[config.mk]
export PLATFORM = sky130hd
export DESIGN_NAME = fpu_issue_ctrl
export DESIGN_NICKNAME = d
export VERILOG_FILES = /design/src/rtl/fpu_pkg.sv /design/src/rtl/fpu_regfile.sv /design/src/rtl/fpu_issue_ctrl.sv
export SDC_FILE = /design/constraint.sdc
export NUM_CORES = 2
export LEC_CHECK = 0
export ABC_AREA = 1
export BUFFER_PORTS_ARGS = -buffer_cell sky130_fd_sc_hd__buf_2
export CAP_MARGIN = 20
export CORE_MARGIN = 5
export CORE_UTILIZATION = 47
export CTS_CLUSTER_SIZE = 12
export DETAILED_ROUTE_END_ITERATION = 6
export PLACE_DENSITY = 0.63
export SLEW_MARGIN = 25
export SYNTH_ARGS = -nofsm -noshare
export SYNTH_HDL_FRONTEND = slang
export SYNTH_SLANG_ARGS = --single-unit
[constraint.sdc]
create_clock -name clk -period 42 [get_ports clk]
set_input_delay 12.6 -clock clk [delete_from_list [all_inputs] [get_ports clk]]
set_output_delay 12.6 -clock clk [all_outputs]
set_load 0.01 [all_outputs]
[src/rtl/fpu_pkg.sv]
// Shared types and constants for the FP issue controller.
// Op codes, FSM states, rounding-mode and flag encodings.
package fpu_pkg;

  typedef enum logic [1:0] {
    OP_ARITH = 2'd0,
    OP_LOAD  = 2'd1,
    OP_STORE = 2'd2
  } fpu_op_t;

  typedef enum logic [1:0] {
    S_IDLE = 2'd0,
    S_EXEC = 2'd1,
    S_WB   = 2'd2,
    S_RESP = 2'd3
  } fpu_state_t;

  localparam logic [2:0] RM_DYN = 3'b111;

  localparam int FLG_NX = 0;
  localparam int FLG_UF = 1;
  localparam int FLG_OF = 2;
  localparam int FLG_DZ = 3;
  localparam int FLG_NV = 4;

  // Encodings 5..7 are reserved once dynamic rm is resolved
  function automatic logic rm_illegal(
    input logic [2:0] rm
  );
    return rm >= 3'd5;
  endfunction

endpackage

[src/rtl/fpu_regfile.sv]
// FP register file: two async read ports, one sync write port.
// Every register, including index 0, is writable.
module fpu_regfile #(
  parameter int NREGS  = 32,
  parameter int DATA_W = 32,
  parameter int AW     = $clog2(NREGS)
) (
  input  logic              clk,
  input  logic              rst,
  input  logic [AW-1:0]     raddr_a,
  output logic [DATA_W-1:0] rdata_a,
  input  logic [AW-1:0]     raddr_b,
  output logic [DATA_W-1:0] rdata_b,
  input  logic              we,
  input  logic [AW-1:0]     waddr,
  input  logic [DATA_W-1:0] wdata
);

  logic [DATA_W-1:0] regs [NREGS];

  always_ff @(posedge clk or posedge rst) begin
    if (rst) begin
      for (int i = 0; i < NREGS; i++) begin
        regs[i] <= '0;
      end
    end else if (we) begin
      regs[waddr] <= wdata;
    end
  end

  assign rdata_a = regs[raddr_a];
  assign rdata_b = regs[raddr_b];

endmodule

[src/rtl/fpu_issue_ctrl.sv]
// FP issue controller: decodes load/store/arith, drives the
// datapath handshake, writes back results and owns frm/fflags.
module fpu_issue_ctrl
  import fpu_pkg::*;
#(
  parameter int DATA_W      = 32,
  parameter int NREGS       = 32,
  parameter int TIMEOUT_CYC = 64,
  localparam int REG_AW     = $clog2(NREGS)
) (
  input  logic              clk,
  input  logic              rst,
  input  logic              req_valid,
  output logic              req_ready,
  input  fpu_op_t           req_op,
  input  logic [6:0]        req_funct7,
  input  logic [2:0]        req_rm,
  input  logic [REG_AW-1:0] req_rs1,
  input  logic [REG_AW-1:0] req_rs2,
  input  logic [REG_AW-1:0] req_rd,
  input  logic [DATA_W-1:0] req_load_data,
  output logic              resp_valid,
  output logic              resp_illegal,
  output logic              resp_timeout,
  output logic [DATA_W-1:0] resp_store_data,
  output logic              exu_start,
  output logic [DATA_W-1:0] exu_a,
  output logic [DATA_W-1:0] exu_b,
  output logic [6:0]        exu_funct7,
  output logic [2:0]        exu_rm,
  input  logic              exu_done,
  input  logic [DATA_W-1:0] exu_result,
  input  logic [4:0]        exu_flags,
  input  logic              csr_frm_we,
  input  logic [2:0]        csr_frm_wdata,
  input  logic              csr_fflags_we,
  input  logic [4:0]        csr_fflags_wdata,
  output logic [2:0]        frm,
  output logic [4:0]        fflags
);

  localparam int CW = $clog2(TIMEOUT_CYC) + 1;

  fpu_state_t state_q, state_d;

  logic [CW-1:0]     cnt_q;
  logic              illegal_q;
  logic              timeout_q;
  logic [REG_AW-1:0] rd_q;

  logic              accept;
  logic [2:0]        rm_res;
  logic              ld_acc;
  logic              st_acc;
  logic              ar_ok;
  logic              bad_acc;
  logic              in_exec;
  logic              cnt_last;
  logic              to_hit;
  logic [4:0]        fflags_d;

  logic              rf_we;
  logic [REG_AW-1:0] rf_waddr;
  logic [DATA_W-1:0] rf_wdata;
  logic [DATA_W-1:0] rf_a;
  logic [DATA_W-1:0] rf_b;

  always_comb begin
    accept   = req_valid && (state_q == S_IDLE);
    rm_res   = (req_rm == RM_DYN) ? frm : req_rm;
    ld_acc   = accept && (req_op == OP_LOAD);
    st_acc   = accept && (req_op == OP_STORE);
    ar_ok    = accept && (req_op == OP_ARITH)
               && !rm_illegal(rm_res);
    // Bad rm or an undefined op code both answer as illegal
    bad_acc  = accept && !ld_acc && !st_acc && !ar_ok;
    in_exec  = (state_q == S_EXEC);
    cnt_last = (cnt_q == CW'(TIMEOUT_CYC - 1));
    to_hit   = in_exec && !exu_done && cnt_last;
  end

  always_comb begin
    state_d = state_q;
    unique case (state_q)
      S_IDLE: begin
        unique case (1'b1)
          !accept: state_d = S_IDLE;
          ar_ok:   state_d = S_EXEC;
          default: state_d = S_RESP;
        endcase
      end
      S_EXEC: begin
        if (exu_done) begin
          state_d = S_WB;
        end else if (cnt_last) begin
          state_d = S_RESP;
        end
      end
      S_WB:    state_d = S_IDLE;
      S_RESP:  state_d = S_IDLE;
      default: state_d = S_IDLE;
    endcase
  end

  always_comb begin
    fflags_d = csr_fflags_we ? csr_fflags_wdata : fflags;
    if (state_q == S_WB) begin
      fflags_d = fflags_d | exu_flags;
    end
  end

  always_comb begin
    rf_we    = ld_acc || (state_q == S_WB);
    rf_waddr = req_rd;
    rf_wdata = req_load_data;
    if (state_q == S_WB) begin
      rf_waddr = rd_q;
      rf_wdata = exu_result;
    end
  end

  always_ff @(posedge clk or posedge rst) begin
    if (rst) begin
      state_q         <= S_IDLE;
      cnt_q           <= '0;
      illegal_q       <= 1'b0;
      timeout_q       <= 1'b0;
      rd_q            <= '0;
      exu_a           <= '0;
      exu_b           <= '0;
      exu_funct7      <= '0;
      exu_rm          <= '0;
      resp_store_data <= '0;
      frm             <= '0;
      fflags          <= '0;
    end else begin
      state_q <= state_d;
      fflags  <= fflags_d;
      if (csr_frm_we) begin
        frm <= csr_frm_wdata;
      end
      if (ar_ok) begin
        exu_a      <= rf_a;
        exu_b      <= rf_b;
        exu_funct7 <= req_funct7;
        exu_rm     <= rm_res;
        rd_q       <= req_rd;
        cnt_q      <= '0;
      end else if (in_exec && !exu_done && !cnt_last) begin
        cnt_q <= cnt_q + CW'(1);
      end
      if (st_acc) begin
        resp_store_data <= rf_b;
      end
      if (bad_acc) begin
        illegal_q <= 1'b1;
      end
      if (to_hit) begin
        timeout_q <= 1'b1;
      end
      if (state_q == S_RESP) begin
        illegal_q <= 1'b0;
        timeout_q <= 1'b0;
      end
    end
  end

  // Held low during reset so every output reads 0
  assign req_ready    = !rst && (state_q == S_IDLE);
  assign resp_valid   = (state_q == S_RESP)
                        || (state_q == S_WB);
  assign resp_illegal = (state_q == S_RESP) && illegal_q;
  assign resp_timeout = (state_q == S_RESP) && timeout_q;
  assign exu_start    = in_exec && (cnt_q == '0);

  fpu_regfile #(
    .NREGS  (NREGS),
    .DATA_W (DATA_W),
    .AW     (REG_AW)
  ) u_rf (
    .clk     (clk),
    .rst     (rst),
    .raddr_a (req_rs1),
    .rdata_a (rf_a),
    .raddr_b (req_rs2),
    .rdata_b (rf_b),
    .we      (rf_we),
    .waddr   (rf_waddr),
    .wdata   (rf_wdata)
  );

endmodule
-- Word-level counts from Yosys, hierarchy flattened
Cells that the tools add are included.
- eq/ne operators: 8
- bitwise operators: 4
- reductions and logical operators: 33
- $add $sub $neg: 1
- muxes and demuxes: 24
- order comparisons: 5
- operator list (kind ; count):
    $bwmux 1024 ; 1
    $bmux 32 s5 ; 2
    $mux 32 ; 6
    $demux 32 s5 ; 1
    $ge 6x6->1 const B ; 3
    $not 5->6 ; 3
    $logic_and 1x1->1 ; 16
    $mux 5 ; 3
    $mux 7 ; 2
    $logic_not 1->1 ; 8
    $add 7x1->7 const B ; 1
    $eq 7x6->1 const B ; 1
    $logic_not 7->1 ; 1
    $eq 2x2->1 const B ; 3
    $lt 6x1->1 const B ; 1
    $pmux 2 s3 ; 1
    $reduce_bool 2->1 ; 3
    $or 5x5->5 ; 1
    $eq 2x1->1 const B ; 2
    $logic_not 2->1 ; 2
    $mux 1 ; 4
    $mux 2 ; 2
    $pmux 2 s2 ; 1
    $eq 3x3->1 const B ; 1
    5 further kinds ; 6
- output and inout bits: 119
- bits of input ports: 110
- logic and storage cells: 119
- register bits after elaboration: 1154

-- Logic depth before layout (Yosys ltp)
- depth after elaboration: 9
- depth in mapped cells: 13
- gate-level depth less buffers: 11

-- By module
Synthesis repeated with hierarchy kept, for this count alone.
- cells, all modules: 8957
- area total of the unflattened synthesis: 62224.7 um^2
- modules (own cells, without submodules) (module ; sequential area each (um^2) ; instances ; cells an instance ; area an instance (um^2)):
    fpu_regfile ; 25624.6 ; 1 ; 8308 ; 56541.7
    fpu_issue_ctrl ; 3253.1 ; 1 ; 649 ; 5683.0

-- Worst setup path after synthesis
OpenSTA, ideal clock, no wires.
- path kind: in2out
- start: input port rst
- end: output port req_ready
- stages: 1
- data arrival time: 12.859 ns
- required time: 29.400 ns
- buffers on the path: 0
- slack: 16.541 ns
- cell sequence: nor3_1
- longest elaborated chain between the ends: 2
- RTL lines (what ; line ; text):
    start, declared ; fpu_issue_ctrl.sv:12 ; input logic rst,
    $logic_not 1->1 (no source line) ; n/a ;
    $logic_and 1x1->1 ; fpu_issue_ctrl.sv:169 ; assign req_ready = !rst && (state_q == S_IDLE);
    end, declared ; fpu_issue_ctrl.sv:14 ; output logic req_ready,
No other way between the ends.

-- Final worst setup path
Same ends and word-level chain as after synthesis.

==> qor.csv <==
metric,value,unit
Max Freq,39.1,MHz
Final setup viols,0,
Final TNS setup,0,ns
Ys Warns,0,
Pre-antenna DRT Iters,7,
hold path start,resp_store_data[0],
Peak supply drop,0.0000365,V
clk root buf,clkbuf_16,
Residual DRC,1,
CTS tree,yes,
Util after Layout,52.4,%
"Area growth, synth to finish",10.4,%
post-cts resize count,0,
cell taking the most area after synthesis,dfrtp_1,
Comb power frac,31.7,%
Netlist cell types,32,
first-pass GRT wire length,361,mm
r2r startpoint,state_q[1],
crit path DAT,13.00,ns
grt total ovfl,0,
clock sinks,1154,
cts hold-fix bufs,0,
Rows,132,
H-tree depth,4,
WP buf/inv,2,
"Seq/Total Area, Yosys",46.8,%
antenna violations before repair,2,
net count after synthesis,8846,
Hold Crit Depth,2,
Net Switching,1.79,mW
Clock Path Buffers,3,
dpl hpwl,124,mm
worst-path cell chain,"buf_2, nor3_1, buf_2",
r2r worst-path depth,8,
number of global-route vias before repair,57013,
Tmin final,25.60,ns
most frequent cells in the layout,"nand2_1 (2984), nand3_1 (1775), dfrtp_1 (1154), nor2_1 (874), a21oi_1 (867)",
die span in y,372,µm
I/O Buffers,228,
ANT nets after route,0,
crit path max fanout,2,
slowest cell delay on critical path,0.16,ns
Worst-Skew Late Latency,0.79,ns
Reg power frac,42.7,%
worst-margin pin slew,1.17,ns
TritonCTS Buffers,134,
Final period util,60.9,%
status,finished with violations,
area of the core,0.130,mm²
CP endpoint kind,output pin,
Worst path most repeated cell,buf_2,
worst endpoint required time,29.40,ns
clock power share,25.6,%
Ports,229,
Yosys reg bits,1154,
post-CTS setup buffer count,0,
Switching Fraction,38.2,%
total wire length,243,mm
power per standard cell area,69.0,mW/mm²
Synth area leaders,"dfrtp_1 (47%), nand2_1 (18%), nand3_1 (14%)",
Fill cells,12603,
relative slew slack,21.9,%
unrepaired setup endpoints after global routing,no,
Hold Crit Class,flop to flop,
FF-to-FF End,u_rf.regs[1013],
wire length per cell after detailed routing,23.5,µm
CP Launch Type,input port,
fraction of layout cells with a size suffix above 1,7.84,%
via/cell ratio,5.98,
"commonest non-fill, non-tap cell in the layout",nand2_1,
Top delay family on crit path,buffers and inverters,
Int Power,2.90,mW
leak pwr,32.1,nW
clock transition at the registers of the reported paths,0.06,ns
Max Cap Viol,0,
die extent in x,372,µm
Die Area,0.139,mm²
Syn Inst Count,8734,
largest net degree at the start of global routing,209,
Final Skew,0.0288,ns
Initial Util,47.4,%
final RePlAce weighted congestion,0.840,
Final #Nets,8595,
Global Route Usage Sum,34.5,%
WP depth,3,
synthesized area,0.0617,mm²
top cell type's share of synthesized area,46.8,%
Final Hold Vio Count,0,
Worst Hold Endpoint,resp_store_data[0],
r2r setup slk,37.30,ns
syn_area_per_cell,7.06,µm²
worst setup path category,input port to output pin,
Pins Over Slew Limit,0,
worst-path cell with the longest stage delay,buf_2,
via count,61786,
DR iter-0 viols,8807,
failing checks,design-rule violations,
## metal layers
layer  wire [µm]  vias to the layer above  global-route usage [%]
li1            -                    28099                       -
met1       98500                    29308                    48.2
met2      103000                     3762                    51.3
met3       31400                      615                    9.15
met4       10100                        2                    13.6
met5          19                        -                       0
## sequential cells by signal, indices dropped and copies added, names as in the netlist
| name | cells |
|---|---|
| cnt_q | 7 |
| exu_a | 32 |
| exu_b | 32 |
| exu_funct7 | 7 |
| exu_rm | 3 |
| fflags | 5 |
| frm | 3 |
| illegal_q | 1 |
| rd_q | 5 |
| resp_store_data | 32 |
| state_q | 2 |
| timeout_q | 1 |
| u_rf.regs | 1024 |
## stage by stage
stage               std cells  hold slack [ns]  power, mW  worst slack [ns]  cell area (µm²)
floorplan                8734            0.453       3.03             13.47            61700
global placement        10083            0.459       3.41             16.39            63400
detailed placement      10088            0.460       3.47             16.41            63500
CTS                     10325            0.476       4.68             16.40            68000
global route            10326            0.490       5.02             16.39            68100
finish                  10328            0.471       4.69             16.40            68100
## power groups by stage
stage / Sequential [mW] / Clock [mW] / Combinational (mW)
final: 2.01 / 1.20 / 1.49
after global routing: 2.07 / 1.26 / 1.69
after floorplan: 1.96 / 0 / 1.07
after detailed placement: 2.01 / 0 / 1.47
after CTS: 1.99 / 1.21 / 1.48
after global placement: 1.99 / 0 / 1.42
## how the worst max path moves through the flow
stage	end	from	slack (ns)
floorplan	cnt_q[0]	rst	13.47
global placement	req_ready	rst	16.39
detailed placement	req_ready	rst	16.41
CTS	req_ready	rst	16.40
global route	req_ready	rst	16.39
finish	req_ready	rst	16.40
## cells by family (layout without fill, tap and decap cells)
logic type,Yosys count,in the layout,synth area share (%)
AO/OA/AOI/OAI,1051,1051,8.57
XOR/XNOR,1,1,0.0142
adder cells (fa/ha/maj),2,2,0.0406
buffers and inverters,801,651,5.23
flip-flops,1154,1154,46.8
multiplexers,33,33,0.538
other,0,2,0
AND/OR/NAND/NOR,5692,5692,38.8
## worst register-to-register path, stage by stage, from the launching register on
cell     delay, ns
dfrtp_1       0.52
nand2_4       0.48
buf_4         0.80
nand2_1       0.13
o21ai_1       0.37
nand3_4       0.34
nor2_4        0.95
buf_4         0.77
a21oi_1       0.21
## final cells by class
type	instances	area [µm²]	share of cell area, %
sequential	1154	28900	42.4
clock inverter	28	349	0.513
multi-input combinational	6779	29900	43.9
clock buffer	209	4130	6.07
timing repair buffer	368	2440	3.58
inverter	46	228	0.335
tap	1742	2180	3.20
antenna	2	5.00	0.00735
## cells in the mapped netlist
cell	instances
o22ai_1	1
or2_1	1
dfrtp_1	1154
nor2_1	874
inv_2	11
nand3_4	3
o21ai_4	1
mux2_2	1
o21ai_1	35
inv_1	35
nand2_1	2985
mux2i_1	32
nand3_1	1777
xor2_1	1
buf_2	138
nor3_1	6
a21oi_1	867
nor4_1	3
nor2_8	8
nand3_2	1
nand4_1	5
nor2_2	15
ha_1	2
o21ai_0	144
buf_4	12
nor2_4	7
nand3b_1	1
o211ai_1	1
buf_1	69
o21ai_2	2
clkbuf_1	536
nand2_2	6
Note: power is estimated with default switching activity, not from simulation.
